`src/rtl/rps_match_master.sv`:
```
// Rock-paper-scissors match sequencer: gathers the player move, generates an opponent move,
// hands both to an external evaluator, then tallies verdicts until one side reaches the target.
module rps_match_master (
    input  logic       clk,
    input  logic       reset,
    input  logic       new_match,
    input  logic [2:0] target_cfg,
    input  logic       p1_valid,
    input  logic [1:0] p1_move_in,
    input  logic       force_en,
    input  logic [1:0] force_move,
    output logic       eval_start,
    output logic [1:0] p1_move_out,
    output logic [1:0] p2_move_out,
    input  logic [1:0] result_in,
    input  logic       result_valid,
    output logic [2:0] p1_score,
    output logic [2:0] p2_score,
    output logic [3:0] round_cnt,
    output logic       match_done,
    output logic [1:0] match_winner,
    output logic       busy,
    output logic       err_invalid,
    output logic       err_timeout
);

    localparam logic [2:0] S_IDLE  = 3'd0;
    localparam logic [2:0] S_ISSUE = 3'd1;
    localparam logic [2:0] S_WAIT  = 3'd2;
    localparam logic [2:0] S_TALLY = 3'd3;
    localparam logic [2:0] S_DONE  = 3'd4;

    logic [2:0] r_state;
    logic [7:0] r_lfsr;
    logic [2:0] r_target;
    logic [3:0] r_timer;
    logic [1:0] r_result;
    logic [1:0] r_p1_move;
    logic [1:0] r_p2_move;
    logic [2:0] r_p1_score;
    logic [2:0] r_p2_score;
    logic [3:0] r_round;
    logic [1:0] r_winner;
    logic       r_err_inv;
    logic       r_err_to;

    logic [1:0] w_opp_move;
    logic [2:0] w_p1_next;
    logic [2:0] w_p2_next;
    logic       w_lfsr_fb;

    assign w_lfsr_fb  = r_lfsr[7] ^ r_lfsr[5] ^ r_lfsr[4] ^ r_lfsr[3];
    // A forced 11 passes straight through; only the pseudo-random source is folded onto stone.
    assign w_opp_move = force_en ? force_move
                                 : ((r_lfsr[1:0] == 2'b11) ? 2'b00 : r_lfsr[1:0]);

    // Scores are clamped at the target so they can never wrap.
    assign w_p1_next = ((r_result == 2'b01) && (r_p1_score < r_target)) ? r_p1_score + 3'd1 : r_p1_score;
    assign w_p2_next = ((r_result == 2'b10) && (r_p2_score < r_target)) ? r_p2_score + 3'd1 : r_p2_score;

    always_ff @(posedge clk or posedge reset) begin
        if (reset) begin
            r_lfsr <= 8'hA5;
        end else begin
            r_lfsr <= {r_lfsr[6:0], w_lfsr_fb};
        end
    end

    always_ff @(posedge clk or posedge reset) begin
        if (reset) begin
            r_state    <= S_IDLE;
            r_target   <= 3'd3;
            r_timer    <= 4'd0;
            r_result   <= 2'b00;
            r_p1_move  <= 2'b00;
            r_p2_move  <= 2'b00;
            r_p1_score <= 3'd0;
            r_p2_score <= 3'd0;
            r_round    <= 4'd0;
            r_winner   <= 2'b00;
            r_err_inv  <= 1'b0;
            r_err_to   <= 1'b0;
        end else if (new_match) begin
            r_state    <= S_IDLE;
            r_target   <= (target_cfg == 3'd0) ? 3'd1 : target_cfg;
            r_p1_score <= 3'd0;
            r_p2_score <= 3'd0;
            r_round    <= 4'd0;
            r_winner   <= 2'b00;
            r_err_inv  <= 1'b0;
            r_err_to   <= 1'b0;
        end else begin
            case (r_state)
                S_IDLE: begin
                    if (p1_valid) begin
                        if (p1_move_in == 2'b11) begin
                            r_err_inv <= 1'b1;
                        end else begin
                            r_p1_move <= p1_move_in;
                            r_p2_move <= w_opp_move;
                            r_state   <= S_ISSUE;
                        end
                    end
                end
                S_ISSUE: begin
                    r_timer <= 4'd0;
                    r_state <= S_WAIT;
                end
                S_WAIT: begin
                    // A verdict arriving on the last allowed cycle wins over the timeout.
                    if (result_valid) begin
                        r_result <= result_in;
                        r_state  <= S_TALLY;
                    end else if (r_timer == 4'd15) begin
                        r_err_to <= 1'b1;
                        r_state  <= S_IDLE;
                    end else begin
                        r_timer <= r_timer + 4'd1;
                    end
                end
                S_TALLY: begin
                    r_p1_score <= w_p1_next;
                    r_p2_score <= w_p2_next;
                    if (r_round != 4'd15) begin
                        r_round <= r_round + 4'd1;
                    end
                    if (r_result == 2'b11) begin
                        r_err_inv <= 1'b1;
                    end
                    if (w_p1_next == r_target) begin
                        r_winner <= 2'b01;
                        r_state  <= S_DONE;
                    end else if (w_p2_next == r_target) begin
                        r_winner <= 2'b10;
                        r_state  <= S_DONE;
                    end else begin
                        r_state <= S_IDLE;
                    end
                end
                S_DONE: begin
                    r_state <= S_DONE;
                end
                default: begin
                    r_state <= S_IDLE;
                end
            endcase
        end
    end

    assign eval_start   = (r_state == S_ISSUE);
    assign busy         = (r_state == S_ISSUE) || (r_state == S_WAIT) || (r_state == S_TALLY);
    assign match_done   = (r_state == S_DONE);
    assign p1_move_out  = r_p1_move;
    assign p2_move_out  = r_p2_move;
    assign p1_score     = r_p1_score;
    assign p2_score     = r_p2_score;
    assign round_cnt    = r_round;
    assign match_winner = r_winner;
    assign err_invalid  = r_err_inv;
    assign err_timeout  = r_err_to;

endmodule

```
`config.mk`:
```
export PLATFORM = sky130hd
export DESIGN_NAME = rps_match_master
export DESIGN_NICKNAME = d
export VERILOG_FILES = /design/src/rtl/rps_match_master.sv
export SDC_FILE = /design/constraint.sdc
export NUM_CORES = 1
export LEC_CHECK = 0
export ABC_AREA = 1
export CELL_PAD_IN_SITES_DETAIL_PLACEMENT = 0
export CELL_PAD_IN_SITES_GLOBAL_PLACEMENT = 1
export CORE_AREA = 2 2 68 70
export CTS_CLUSTER_SIZE = 12
export DETAILED_ROUTE_END_ITERATION = 8
export DIE_AREA = 0 0 70 72
export DONT_BUFFER_PORTS = 1
export PLACE_DENSITY = 0.91
export RECOVER_POWER = 50
export SYNTH_ARGS = -nofsm -noshare
export SYNTH_HDL_FRONTEND = slang
export SYNTH_SLANG_ARGS = --single-unit
export TNS_END_PERCENT = 100
```
`constraint.sdc`:
```
create_clock -name clk -period 2.95 [get_ports clk]
set_input_delay 0.4425 -clock clk [delete_from_list [all_inputs] [get_ports clk]]
set_output_delay 0.4425 -clock clk [all_outputs]
set_load 0.005 [all_outputs]
```
# Word-level counts from Yosys, hierarchy flattened
# Cells that the tools add are included.
# word_totals
ff_bits	38
inputBits	15
out_inout_bits	21
elab_cells	102
# op_classes
n_addsub	4
magnitude_cmp	2
eq_ne	21
n_mux	36
bitwise_logic	5
n_reduce_logical	21
# ops
op	count
$mux 3	14
$mux 4	5
$pmux 3 s5	1
$mux 2	6
$ne 3x3->1 const B	4
$reduce_and 4->1	3
$reduce_bool 2->1	5
$reduce_and 3->1	3
$add 4x1->4 const B	2
$eq 2x2->1 const B	4
$mux 1	8
$ne 4x4->1 const B	2
$pmux 4 s2	1
$add 3x1->3 const B	2
$eq 3x2->1 const B	2
$eq 3x3->1	2
$logic_not 3->1	2
$lt 3x3->1	2
$ne 2x2->1 const B	3
$reduce_bool 3->1	2
$eq 4x4->1 const B	1
$reduce_and 2->1	2
$eq 3x1->1 const B	1
$eq 3x3->1 const B	1
6 further kinds	11

# Logic depth before layout (Yosys ltp)
# depth
word_depth	8
ltp_mapped	16
ltp_nobuf	16

# Worst setup path after synthesis
# No wires, ideal clock.
# synth_timing
path_kind	reg-to-reg
from	reg r_target[1]
to	reg r_winner[1], in the netlist match_winner[1]
setup_time_ps	117
t_arrival_ps	1689
t_required_ps	2833
slack_ps	1144
path_stages_with_launch	13
n_path_buf	0
synth_period_minus_slack_ps	1806
cell_sequence	dfstp_2 > inv_1 > ha_1 > nand3_2 > nand2_4 > nand2_1 > nand2_2 > xor2_2 > nand2_2 > nand3_2 > nand2_2 > nand2_1 > nand2_1
# synth_via
elab_chain_len	7
elab_cells_between_ends	13
cone_classes	order compare: 2; eq/ne: 2; mux: 5; reduce/logical: 4
# synth_rtl
item	line	source
start: declaration	35	logic [2:0] r_target;
start signal: assignment	85	r_target <= (target_cfg == 3'd0) ? 3'd1 : target_cfg;
$lt 3x3->1	58	assign w_p1_next = ((r_result == 2'b01) && (r_p1_score < r_target)) ? r_p1_score + 3'd1 : r_p1_score;
$logic_and 1x1->1	58	
$mux 3	58	
$eq 3x3->1	130	if (w_p1_next == r_target) begin
$mux 2	130	
$mux 2	93	case (r_state)
$mux 2	83	end else if (new_match) begin
end signal: assignment	89	r_winner <= 2'b00;
end signal: assignment	131	r_winner <= 2'b01;
end signal: assignment	134	r_winner <= 2'b10;
end: declaration	43	logic [1:0] r_winner;
# Several ways; a longest one is shown, not always the timed one. The select of a mux whose other input is x is not followed.
# A chain may end at the register's enable or synchronous reset.

# Worst setup path in the final report
# layout_timing
from	reg r_target[2]
to	reg r_winner[1], in the netlist match_winner[1]
# The elaborated chain is that of the path after synthesis.

==> out/qor.txt <==
DPL Wire Length -> 3296 um
Met2 Resource Use GR -> 28.99%
Reg power frac -> 40.6%
Logic pwr share -> 32.4%
Post-synthesis sequential area ratio -> 45.22%
Vias per inst -> 5.241
Internal power -> 0.001067 W
Mapped Area -> 0.002120 mm^2
GRT overflow -> 0
Peak supply drop -> 0.0004852 V
DR iter-0 viols -> 104
TritonCTS Sinks -> 38
Fin Setup TNS -> 0 ns
Clock Path Buffers -> 2
Rows -> 24
Layout cell share with drive strength beyond 1 -> 20.32%
Syn avg cell area -> 8.722 um^2
Leak pwr -> 1.088 nW
Switch Pwr -> 0.0006156 W
Area grow syn2layout -> 8.501%
Post-DP Area -> 0.002187 mm^2
Final wirelength -> 4271 um
Tot GR Track Use -> 19.11%
Worst setup margin -> 0.8840 ns
Via count -> 1,588
Skew-Pair Late Insertion Delay -> 0.29 ns
Nets -> 273
Ant. Diodes -> 0
Post-DRT Antenna Nets -> 0
Initial antenna violation count -> 0
Finish-stage setup viols -> 0
CTS tree -> built
Hold Crit Class -> input port to flop
Root buf cell -> clkbuf_8
Met1 Usage GRT -> 26.04%
Slew @ Worst Pin -> 2.031 ns
Num CTS Buffers -> 5
Crit-path cells -> inv_1, ha_1, nand2_1, inv_1, nor2_4, nand3_1, nand3_1, nand2_1, nor2_4, nand2_2, nand3_2, nand2_2, nand2_1, nand2_1
Largest net degree at the start of global routing -> 39
CP Max Fanout -> 5
RSZ-0062 raised after global routing -> false
Switching share of power -> 36.59%
# Post-CTS Setup Buffers -> 0
Hold Vio Cnt, Final -> 0
Core Box Area -> 0.004264 mm^2
Yosys cell types -> 35
Final instance area -> 0.002300 mm^2
Clk network pwr share -> 27.0%
Final estimated routing congestion in global placement -> 0.8845
Routed WL per cell -> 14.10 um
Worst slack, placed -> 0.8948 ns
Yosys Warn Count -> 0
M3 GR Usage -> 6.389%
Die width -> 70 um
Post-synthesis cell count -> 243
Max Cap Viol -> 1
Highest cell delay on the worst timing path -> 0.43 ns
Top Ports -> 36
Crit path time final -> 2.066 ns
Fin. max-slew vios -> 39
Failing checks -> max-capacitance violations, max-slew violations
Post-Syn Nets -> 266
WS Path Type -> flop to flop
Starting Density -> 49.71%
Fin Hold WS -> 0.2158 ns
Clk slew on worst S/H paths -> 0.07 ns
Port bufs -> 0
Full die area -> 0.005040 mm^2
Req. time, crit path -> 3.13 ns
Worst Skew -> 0.007223 ns
Crit path top cell by count -> nand2_1
Die Span Y -> 72 um
Vias in the first global route -> 1,631
Layer with the highest usage -> met2
Crit start category -> flop
Cell Pwr Density -> 731.7 mW/mm^2
Drt drc -> 0
Crit end category -> flop
Dpl cells -> 295
Cts hold-fix bufs -> 0
Seq cells post-synth -> 38
FMAX -> 484.0 MHz
CP arrival -> 2.25 ns
Slew HR -> -35.43%
First-pass GRT wire length -> 7479 um
Status -> finished with violations
Tcrit/Tclk final -> 70.03%
Post_cts resized -> 0
Slowest-stage cell, CP -> dfrtp_1
DRT Pass-1 Iters -> 4
Final Non-Filler Cells -> 303
# H-tree levels -> 2
placed cells by master (no fill, tap or decap), types with 5 or more instances in the layout:
master	instances
inv_1	30
nor2_1	14
nand2_1	38
ha_1	8
o22ai_1	5
nor2_2	8
o21ai_0	11
a21oi_1	9
o21ai_1	7
inv_2	7
clkbuf_8	6
nand3_1	23
nand2_2	9
dfrtp_1	32
logic make-up after synthesis:
logic type,count (synthesis),synth area share (%)
xor gates and xnor gates,6,2.834
DFF,38,45.22
and+or+nand+nor,112,28.87
muxes,2,1.062
buffers and inverters,39,7.025
adders and majority gates,8,4.723
AOI/OAI and AO/OA,38,10.27
cell usage after synthesis:
master | instances | area [um^2]
o21ai_2 | 1 | 8.760
xor2_2 | 1 | 16.27
nor2_1 | 14 | 52.55
dfrtp_1 | 32 | 800.8
clkinv_2 | 1 | 5.000
buf_2 | 1 | 5.000
nand3b_1 | 1 | 7.510
nand3_1 | 23 | 115.1
nor3_4 | 1 | 16.27
o22ai_1 | 5 | 31.28
inv_1 | 30 | 112.6
xor2_1 | 1 | 8.760
o21a_1 | 1 | 7.510
o21ai_1 | 7 | 35.03
a31oi_1 | 1 | 6.260
or2_2 | 2 | 12.51
mux2_1 | 2 | 22.52
xnor2_1 | 4 | 35.03
nand2_2 | 9 | 56.30
nand3_4 | 1 | 17.52
dfstp_2 | 6 | 157.7
nor3_1 | 4 | 20.02
o211a_1 | 1 | 10.01
nand3_2 | 4 | 40.04
nand2_4 | 1 | 11.26
nand2_1 | 38 | 142.6
a21oi_1 | 9 | 45.04
nor3b_2 | 2 | 25.02
ha_1 | 8 | 100.1
a22o_1 | 1 | 8.760
o21ai_0 | 11 | 55.05
a32o_1 | 1 | 10.01
inv_2 | 7 | 26.28
nor2_4 | 4 | 45.04
nor2_2 | 8 | 50.05
routing by layer:
layer	part of all wire, %	vias up
met5	0	-
met4	1.3	0
met1	48	734
li1	-	812
met3	5.8	5
met2	45	37
worst paths after layout:
path,cells past startpoint,from,slack [ns],endpoint
worst max-delay path,14,r_target[2],0.88,match_winner[1]
min in group asynchronous,2,reset,0.78,round_cnt[2]
worst min-delay path,1,new_match,0.22,r_state[2]
worst max register to register,14,r_target[2],0.88,match_winner[1]
worst min register to register,0,r_lfsr[6],0.36,r_lfsr[7]
max in group asynchronous,2,reset,1.01,p1_score[1]
worst max-delay path, delay by kind of cell, from the launching register on:
kind,cells,cell delay (ns)
DFF,1,0.43
adders and majority gates,1,0.32
and+or+nand+nor,11,1.00
buffers and inverters,2,0.18
cell type report:
cell class,instances,area [um^2]
Timing Repair Buffer,1,3.754
Fill cell,405,1964
Multi-Input combinational cell,166,1012
Sequential cell,38,958.4
Inverter,38,143.9
Clock inverter,1,30.03
Clock buffer,7,86.33
Tap cell,52,65.06
power groups by stage:
| stage | Sequential (W) | Clock (W) | Combinational (W) |
|---|---|---|---|
| 2_1_floorplan | 0.000675 | 0 | 0.000457 |
| 3_3_place_gp | 0.000694 | 0 | 0.000541 |
| 3_5_place_dp | 0.000696 | 0 | 0.000547 |
| 4_1_cts | 0.000687 | 0.000470 | 0.000549 |
| 5_1_grt | 0.000697 | 0.000492 | 0.000622 |
| 6_report | 0.000684 | 0.000454 | 0.000545 |
through the flow:
stage / utilization (%) / power [W]
finish: 53.93 / 0.001683
floorplan: - / 0.001132
detailed placement: 51.29 / 0.001243
global route: 53.93 / 0.001811
global placement: 51.29 / 0.001235
CTS: 54.02 / 0.001705
registers in the layout, indices dropped and copies added, names as in the netlist:
signal,count
err_invalid,1
err_timeout,1
match_winner,2
p1_move_out,2
p1_score,3
p2_move_out,2
p2_score,3
r_lfsr,8
r_result,2
r_state,3
r_target,3
r_timer,4
round_cnt,4
(Power assumes the default switching activity.)
